--- config.mk ---
export PLATFORM = sky130hd
export DESIGN_NAME = dmem_arbiter
export DESIGN_NICKNAME = d
export VERILOG_FILES = /design/src/rtl/dmem_arbiter.sv
export SDC_FILE = /design/constraint.sdc
export NUM_CORES = 1
export LEC_CHECK = 0
export CAP_MARGIN = 20
export CORE_AREA = 3 3 200 202
export CTS_CLUSTER_SIZE = 10
export DETAILED_ROUTE_END_ITERATION = 8
export DIE_AREA = 0 0 203 205
export SYNTH_ARGS = -nofsm -noshare
export SYNTH_HDL_FRONTEND = slang
export SYNTH_SLANG_ARGS = --single-unit
--- constraint.sdc ---
create_clock -name clk -period 3.2 [get_ports clk]
set_input_delay 0.8 -clock clk [delete_from_list [all_inputs] [get_ports clk]]
set_output_delay 0.8 -clock clk [all_outputs]
set_load 0.005 [all_outputs]
--- src/rtl/dmem_arbiter.sv ---
`default_nettype none
// ============================================================================
// Module  : dmem_arbiter
// Brief   : Two-port arbiter for the data-memory port with locked bursts.
//           Define DMEM_ARB_RR_EN for round-robin tie-breaking in ARB.
// Revision: 1.0
// ============================================================================
module dmem_arbiter #(
  parameter int ADDR_WID = 32,
  parameter int DATA_WID = 64,
  parameter int MASK_WID = 8,
  parameter int MAX_LOCK = 16
) (
  input  logic                clk,
  input  logic                rst,
  input  logic                p0_req,
  input  logic                p0_lock,
  input  logic [ADDR_WID-1:0] p0_addr,
  input  logic                p0_wr_en,
  input  logic [DATA_WID-1:0] p0_wdata,
  input  logic [MASK_WID-1:0] p0_wmask,
  output logic                p0_gnt,
  output logic                p0_rvalid,
  output logic [DATA_WID-1:0] p0_rdata,
  input  logic                p1_req,
  input  logic                p1_lock,
  input  logic [ADDR_WID-1:0] p1_addr,
  input  logic                p1_wr_en,
  input  logic [DATA_WID-1:0] p1_wdata,
  input  logic [MASK_WID-1:0] p1_wmask,
  output logic                p1_gnt,
  output logic                p1_rvalid,
  output logic [DATA_WID-1:0] p1_rdata,
  output logic [ADDR_WID-1:0] mem_addr,
  output logic                mem_wr_en,
  output logic [DATA_WID-1:0] mem_wdata,
  output logic [MASK_WID-1:0] mem_wmask,
  input  logic [DATA_WID-1:0] mem_rdata
);

  localparam int                   c_CNT_WID    = $clog2(MAX_LOCK + 1);
  localparam logic [c_CNT_WID-1:0] c_MAX_CNT    = c_CNT_WID'(MAX_LOCK);
  localparam logic [ADDR_WID-1:0]  c_ALIGN_MASK = ~ADDR_WID'(7);

  // REL0/REL1 behave as ARB but force the named port to win once.
  typedef enum logic [2:0] {
    ST_ARB   = 3'd0,
    ST_LOCK0 = 3'd1,
    ST_LOCK1 = 3'd2,
    ST_REL0  = 3'd3,
    ST_REL1  = 3'd4
  } state_t;

  state_t                 state_q;
  logic [c_CNT_WID-1:0]   lock_cnt_q;
  logic                   rd_pend_q;
  logic                   rd_tag_q;

  logic                   w_gnt0;
  logic                   w_gnt1;
  logic                   w_any;
  logic                   w_wr;
  logic                   w_lock;
  logic                   w_other_req;
  logic                   w_owned;
  logic                   w_tie_p1;
  logic [c_CNT_WID-1:0]   w_cnt_base;
  logic [c_CNT_WID-1:0]   w_cnt_inc;
  logic [ADDR_WID-1:0]    w_addr;

`ifdef DMEM_ARB_RR_EN
  logic                   last_p1_q;
  assign w_tie_p1 = ~last_p1_q;
`else
  assign w_tie_p1 = 1'b0;
`endif

  always_comb begin
    w_gnt0 = 1'b0;
    w_gnt1 = 1'b0;
    case (state_q)
      ST_LOCK0: w_gnt0 = p0_req;
      ST_LOCK1: w_gnt1 = p1_req;
      ST_REL0: begin
        w_gnt0 = p0_req;
        w_gnt1 = p1_req & ~p0_req;
      end
      ST_REL1: begin
        w_gnt1 = p1_req;
        w_gnt0 = p0_req & ~p1_req;
      end
      default: begin
        w_gnt1 = p1_req & (~p0_req | w_tie_p1);
        w_gnt0 = p0_req & ~w_gnt1;
      end
    endcase
    if (rst) begin
      w_gnt0 = 1'b0;
      w_gnt1 = 1'b0;
    end
  end

  assign w_any       = w_gnt0 | w_gnt1;
  assign w_wr        = w_gnt1 ? p1_wr_en : p0_wr_en;
  assign w_lock      = w_gnt1 ? p1_lock  : p0_lock;
  assign w_other_req = w_gnt1 ? p0_req   : p1_req;
  assign w_owned     = (state_q == ST_LOCK0) || (state_q == ST_LOCK1);
  assign w_cnt_base  = w_owned ? lock_cnt_q : '0;
  assign w_cnt_inc   = (w_cnt_base >= c_MAX_CNT) ? c_MAX_CNT : w_cnt_base + 1'b1;

  assign w_addr    = w_gnt1 ? p1_addr : (w_gnt0 ? p0_addr : '0);
  assign mem_addr  = w_addr & c_ALIGN_MASK;
  assign mem_wr_en = w_any & w_wr;
  assign mem_wdata = w_gnt1 ? p1_wdata : (w_gnt0 ? p0_wdata : '0);
  assign mem_wmask = w_gnt1 ? p1_wmask : (w_gnt0 ? p0_wmask : '0);

  assign p0_gnt    = w_gnt0;
  assign p1_gnt    = w_gnt1;
  assign p0_rvalid = rd_pend_q & ~rd_tag_q & ~rst;
  assign p1_rvalid = rd_pend_q &  rd_tag_q & ~rst;
  assign p0_rdata  = p0_rvalid ? mem_rdata : '0;
  assign p1_rdata  = p1_rvalid ? mem_rdata : '0;

  always_ff @(posedge clk) begin
    if (rst) begin
      state_q    <= ST_ARB;
      lock_cnt_q <= '0;
      rd_pend_q  <= 1'b0;
      rd_tag_q   <= 1'b0;
`ifdef DMEM_ARB_RR_EN
      last_p1_q  <= 1'b1;
`endif
    end else begin
      rd_pend_q <= w_any & ~w_wr;
      rd_tag_q  <= w_gnt1;
      if (w_any) begin
        if (w_lock) begin
          // Owner hit the lock budget with the other port waiting: hand over once.
          if ((w_cnt_inc >= c_MAX_CNT) && w_other_req) begin
            state_q    <= w_gnt1 ? ST_REL0 : ST_REL1;
            lock_cnt_q <= '0;
          end else begin
            state_q    <= w_gnt1 ? ST_LOCK1 : ST_LOCK0;
            lock_cnt_q <= w_cnt_inc;
          end
        end else begin
          state_q    <= ST_ARB;
          lock_cnt_q <= '0;
        end
      end else if (!w_owned) begin
        state_q <= ST_ARB;
      end
`ifdef DMEM_ARB_RR_EN
      if (w_any && !w_owned) begin
        last_p1_q <= w_gnt1;
      end
`endif
    end
  end

endmodule
`default_nettype wire
==> summary.txt <==
Max frequency: 308.4 MHz
Setup violators final: 5
Compound-Gate Fraction of Synth Area: 0.4084
Port buffer count: 507
Iter 0 DRT Violations: 244
Worst R2R Path Depth: 12
Mux contribution to synthesized area: 0.003808
Minimum clock period: 3.243 ns
Worst Path Required: 2.40 ns
Worst setup EP type: output port
Routability cong.: 0.8167
Die Wd: 203 um
Worst R2R End: state_q[0]$_SDFFE_PP0P_
Leakage Power: 4.904 nW
DR DRC count: 0
EDFF count, synth: 0
H-tree levels: 1
Cts bufs inserted: 3
Pin count of the biggest net entering global routing: 34
Primary FF master, synth: dfxtp_1
Post-synth ARST share: 0
Worst Path Max Fanout: 6
Clk_skew: 0.003334 ns
Synth unique cells: 43
RSZ-0062 raised after global routing: yes
Power per Cell Area: 134.2 mW/mm2
Combinational share of power: 0.719
DIE AREA: 0.04162 mm2
Multi-input logic area: 0.002258 mm2
Register area share after synthesis: 0.07615
CP Launch Type: input port
Hold buffer count at CTS: 0
Clk buf depth: 2
Worst-Skew Late Latency: 0.24 ns
Max_slew headroom: 0.6298
CTS tree: built
Post-synthesis cell area: 0.002629 mm2
Yosys warning total: 0
Setup crit end: mem_wdata[21]
Largest family of logic cells by synthesized area: compound AO/OA/AOI/OAI gates
Sw Share: 0.2815
Finished Cell Area: 0.009412 mm2
CP Launch Point: rst
Max Slew Vio Count: 0
Share of layout cells above drive strength 1: 0.2161
Wire per inst: 16.97 um
Root buffer cell: clkbuf_16
Gate count of the mapped netlist: 347
Clk pwr share: 0.174
Die Y: 205 um
HP Class: flop to flop
Place WS: -0.6807 ns
Initial Utilization: 0.06834
Status: complete, but fails checks
Sinks on Clock Net: 10
Register Area: 200.2 um2
First-pass detailed-route iteration total: 4
Final period utilization: 1.013
Vias per std cell: 3.575
First-pass GRT wire length: 31.21 mm
Power Internal: 0.0009076 W
Kind of critical path: input port to output port
Row cnt: 72
Final Core Density: 0.2447
Simple-gate share of the synthesized area: 0.3908
Yosys reg bits: 10
Reg2reg start: state_q[0]$_SDFFE_PP0P_
Syn Area/Cell: 7.576 um2
# diodes: 0
ANT nets after route: 0
Initial antenna violation count: 0
GR Overflow Total: 0
Core area: 0.03847 mm2
Total power: 0.001263 W
Post-DP Area: 0.008512 mm2
Via Count: 5176
Post-DP HPWL: 17.09 mm
Ports: 517
Final hold vios: 0
GRT Overall Usage: 0.09896
Total of max-cap violations: 0
Vias in the first global route: 5008
Final TNS setup: -0.1191 ns
Violated checks: setup timing
Final WL: 24.57 mm
Clock transition at path regs: 0.04 ns
Worst-Margin Slew: 0.5511 ns
Reg2reg setup slack: 0.62 ns
Nets: 1216
XOR/XNOR Fraction of Synth Area: 0.003332
Layout fillers: 4271
Sw power: 0.0003556 W
Seq pwr share: 0.106
Adder-cell share of the synthesized area: 0.01904
VDD IR max: 89.38 uV
Final WS setup: -0.04280 ns
Crit path DAT: 2.44 ns
Area grow syn2layout: 258.0%
## registers in the layout (all words and copies together), names as in the netlist
register	cells
lock_cnt_q	5
rd_pend_q	1
rd_tag_q	1
state_q	3
## logic make-up (layout without fill, tap and decap cells)
| kind of cell | after synthesis | count (layout) |
|---|---|---|
| buf+inv | 46 | 627 |
| mux | 1 | 1 |
| other cells | 1 | 3 |
| xor+xnor | 1 | 1 |
| flops | 10 | 10 |
| compound gates | 121 | 121 |
| fa+ha+maj | 4 | 4 |
| simple gates | 163 | 163 |
## per-layer routing
layer  vias up  track usage  wire, um
met5         -            0         0
met3        29      0.02209      1914
met2       305       0.1799     12170
met4         0      0.03217       669
li1       2437            -         -
met1      2405       0.1148      9812
## worst max-delay path, stage by stage
cell,delay [ns]
clkdlybuf4s15_2,0.20
buf_6,0.12
nor4b_4,0.26
buf_4,0.16
buf_4,0.11
buf_12,0.12
buf_4,0.11
buf_6,0.08
buf_6,0.08
buf_8,0.12
a22o_1,0.16
buf_2,0.12
## layout make-up
class                           count  area share
Timing Repair Buffer              620      0.6603
Multi-Input combinational cell    293      0.2400
Tap cell                          518     0.06886
Sequential cell                    10     0.02127
Clock buffer                        3    0.007977
Inverter                            4    0.001595
## power groups by stage
| stage | combinational, W | sequential [W] | clock, W |
|---|---|---|---|
| 3_5_place_dp | 0.000848 | 0.000136 | 0 |
| 5_1_grt | 0.000964 | 0.000135 | 0.000234 |
| 3_3_place_gp | 0.000843 | 0.000135 | 0 |
| 6_report | 0.000909 | 0.000134 | 0.000220 |
| 4_1_cts | 0.000892 | 0.000134 | 0.000225 |
| 2_1_floorplan | 0.000202 | 0.000134 | 0 |
## stage by stage
step	hold WS [ns]	std cells
2_1_floorplan	0.4551	349
3_3_place_gp	0.4754	1366
3_5_place_dp	0.4940	1366
4_1_cts	0.5055	1417
5_1_grt	0.5159	1448
6_report	0.5031	1448
## cell usage in the layout, fill, tap and decap left out, drive strengths merged, types with 4 or more instances in the layout
master	count
buf	123
clkbuf	55
dfxtp	10
ha	4
dlymetal6s2s	29
nor2	7
clkdlybuf4s50	272
and2	131
dlygate4sd2	114
inv	4
nand2	5
a22o	102
clkdlybuf4s15	28
## repair_timing
action                     in CTS  in global routing
buffers inserted               36                 32
gates cloned                   13                  6
resized for setup             304                167
setup endpoints to repair     234                 78
pin swaps                      10                  9
hold endpoints to repair        0                  0
## cell usage after synthesis, types with 2 or more instances
cell type | count | area [um2]
and2_1 | 131 | 819.5
a22o_1 | 102 | 893.4
clkbuf_1 | 17 | 63.81
buf_2 | 15 | 75.07
dfxtp_1 | 10 | 200.2
buf_6 | 7 | 78.83
nor2_1 | 7 | 26.28
nand2_1 | 5 | 18.77
ha_1 | 4 | 50.05
inv_1 | 4 | 15.01
a21oi_1 | 3 | 15.01
buf_4 | 3 | 22.52
o211ai_1 | 3 | 22.52
a32o_1 | 2 | 20.02
nand3b_1 | 2 | 15.01
nor3_1 | 2 | 10.01
nor3b_1 | 2 | 15.01
o21ai_0 | 2 | 10.01
or4b_1 | 2 | 20.02
## how the worst min path moves through the flow
stage | slack [ns] | cells past startpoint | end | start
final | 0.50 | 1 | lock_cnt_q[1]$_SDFFE_PP0P_ | lock_cnt_q[1]$_SDFFE_PP0P_
after global routing | 0.52 | 1 | lock_cnt_q[1]$_SDFFE_PP0P_ | lock_cnt_q[1]$_SDFFE_PP0P_
after CTS | 0.51 | 1 | lock_cnt_q[1]$_SDFFE_PP0P_ | lock_cnt_q[1]$_SDFFE_PP0P_
after detailed placement | 0.49 | 1 | lock_cnt_q[1]$_SDFFE_PP0P_ | lock_cnt_q[1]$_SDFFE_PP0P_
after global placement | 0.48 | 1 | lock_cnt_q[1]$_SDFFE_PP0P_ | lock_cnt_q[1]$_SDFFE_PP0P_
after floorplan | 0.46 | 1 | lock_cnt_q[1]$_SDFFE_PP0P_ | lock_cnt_q[1]$_SDFFE_PP0P_
(Power assumes the default switching activity.)
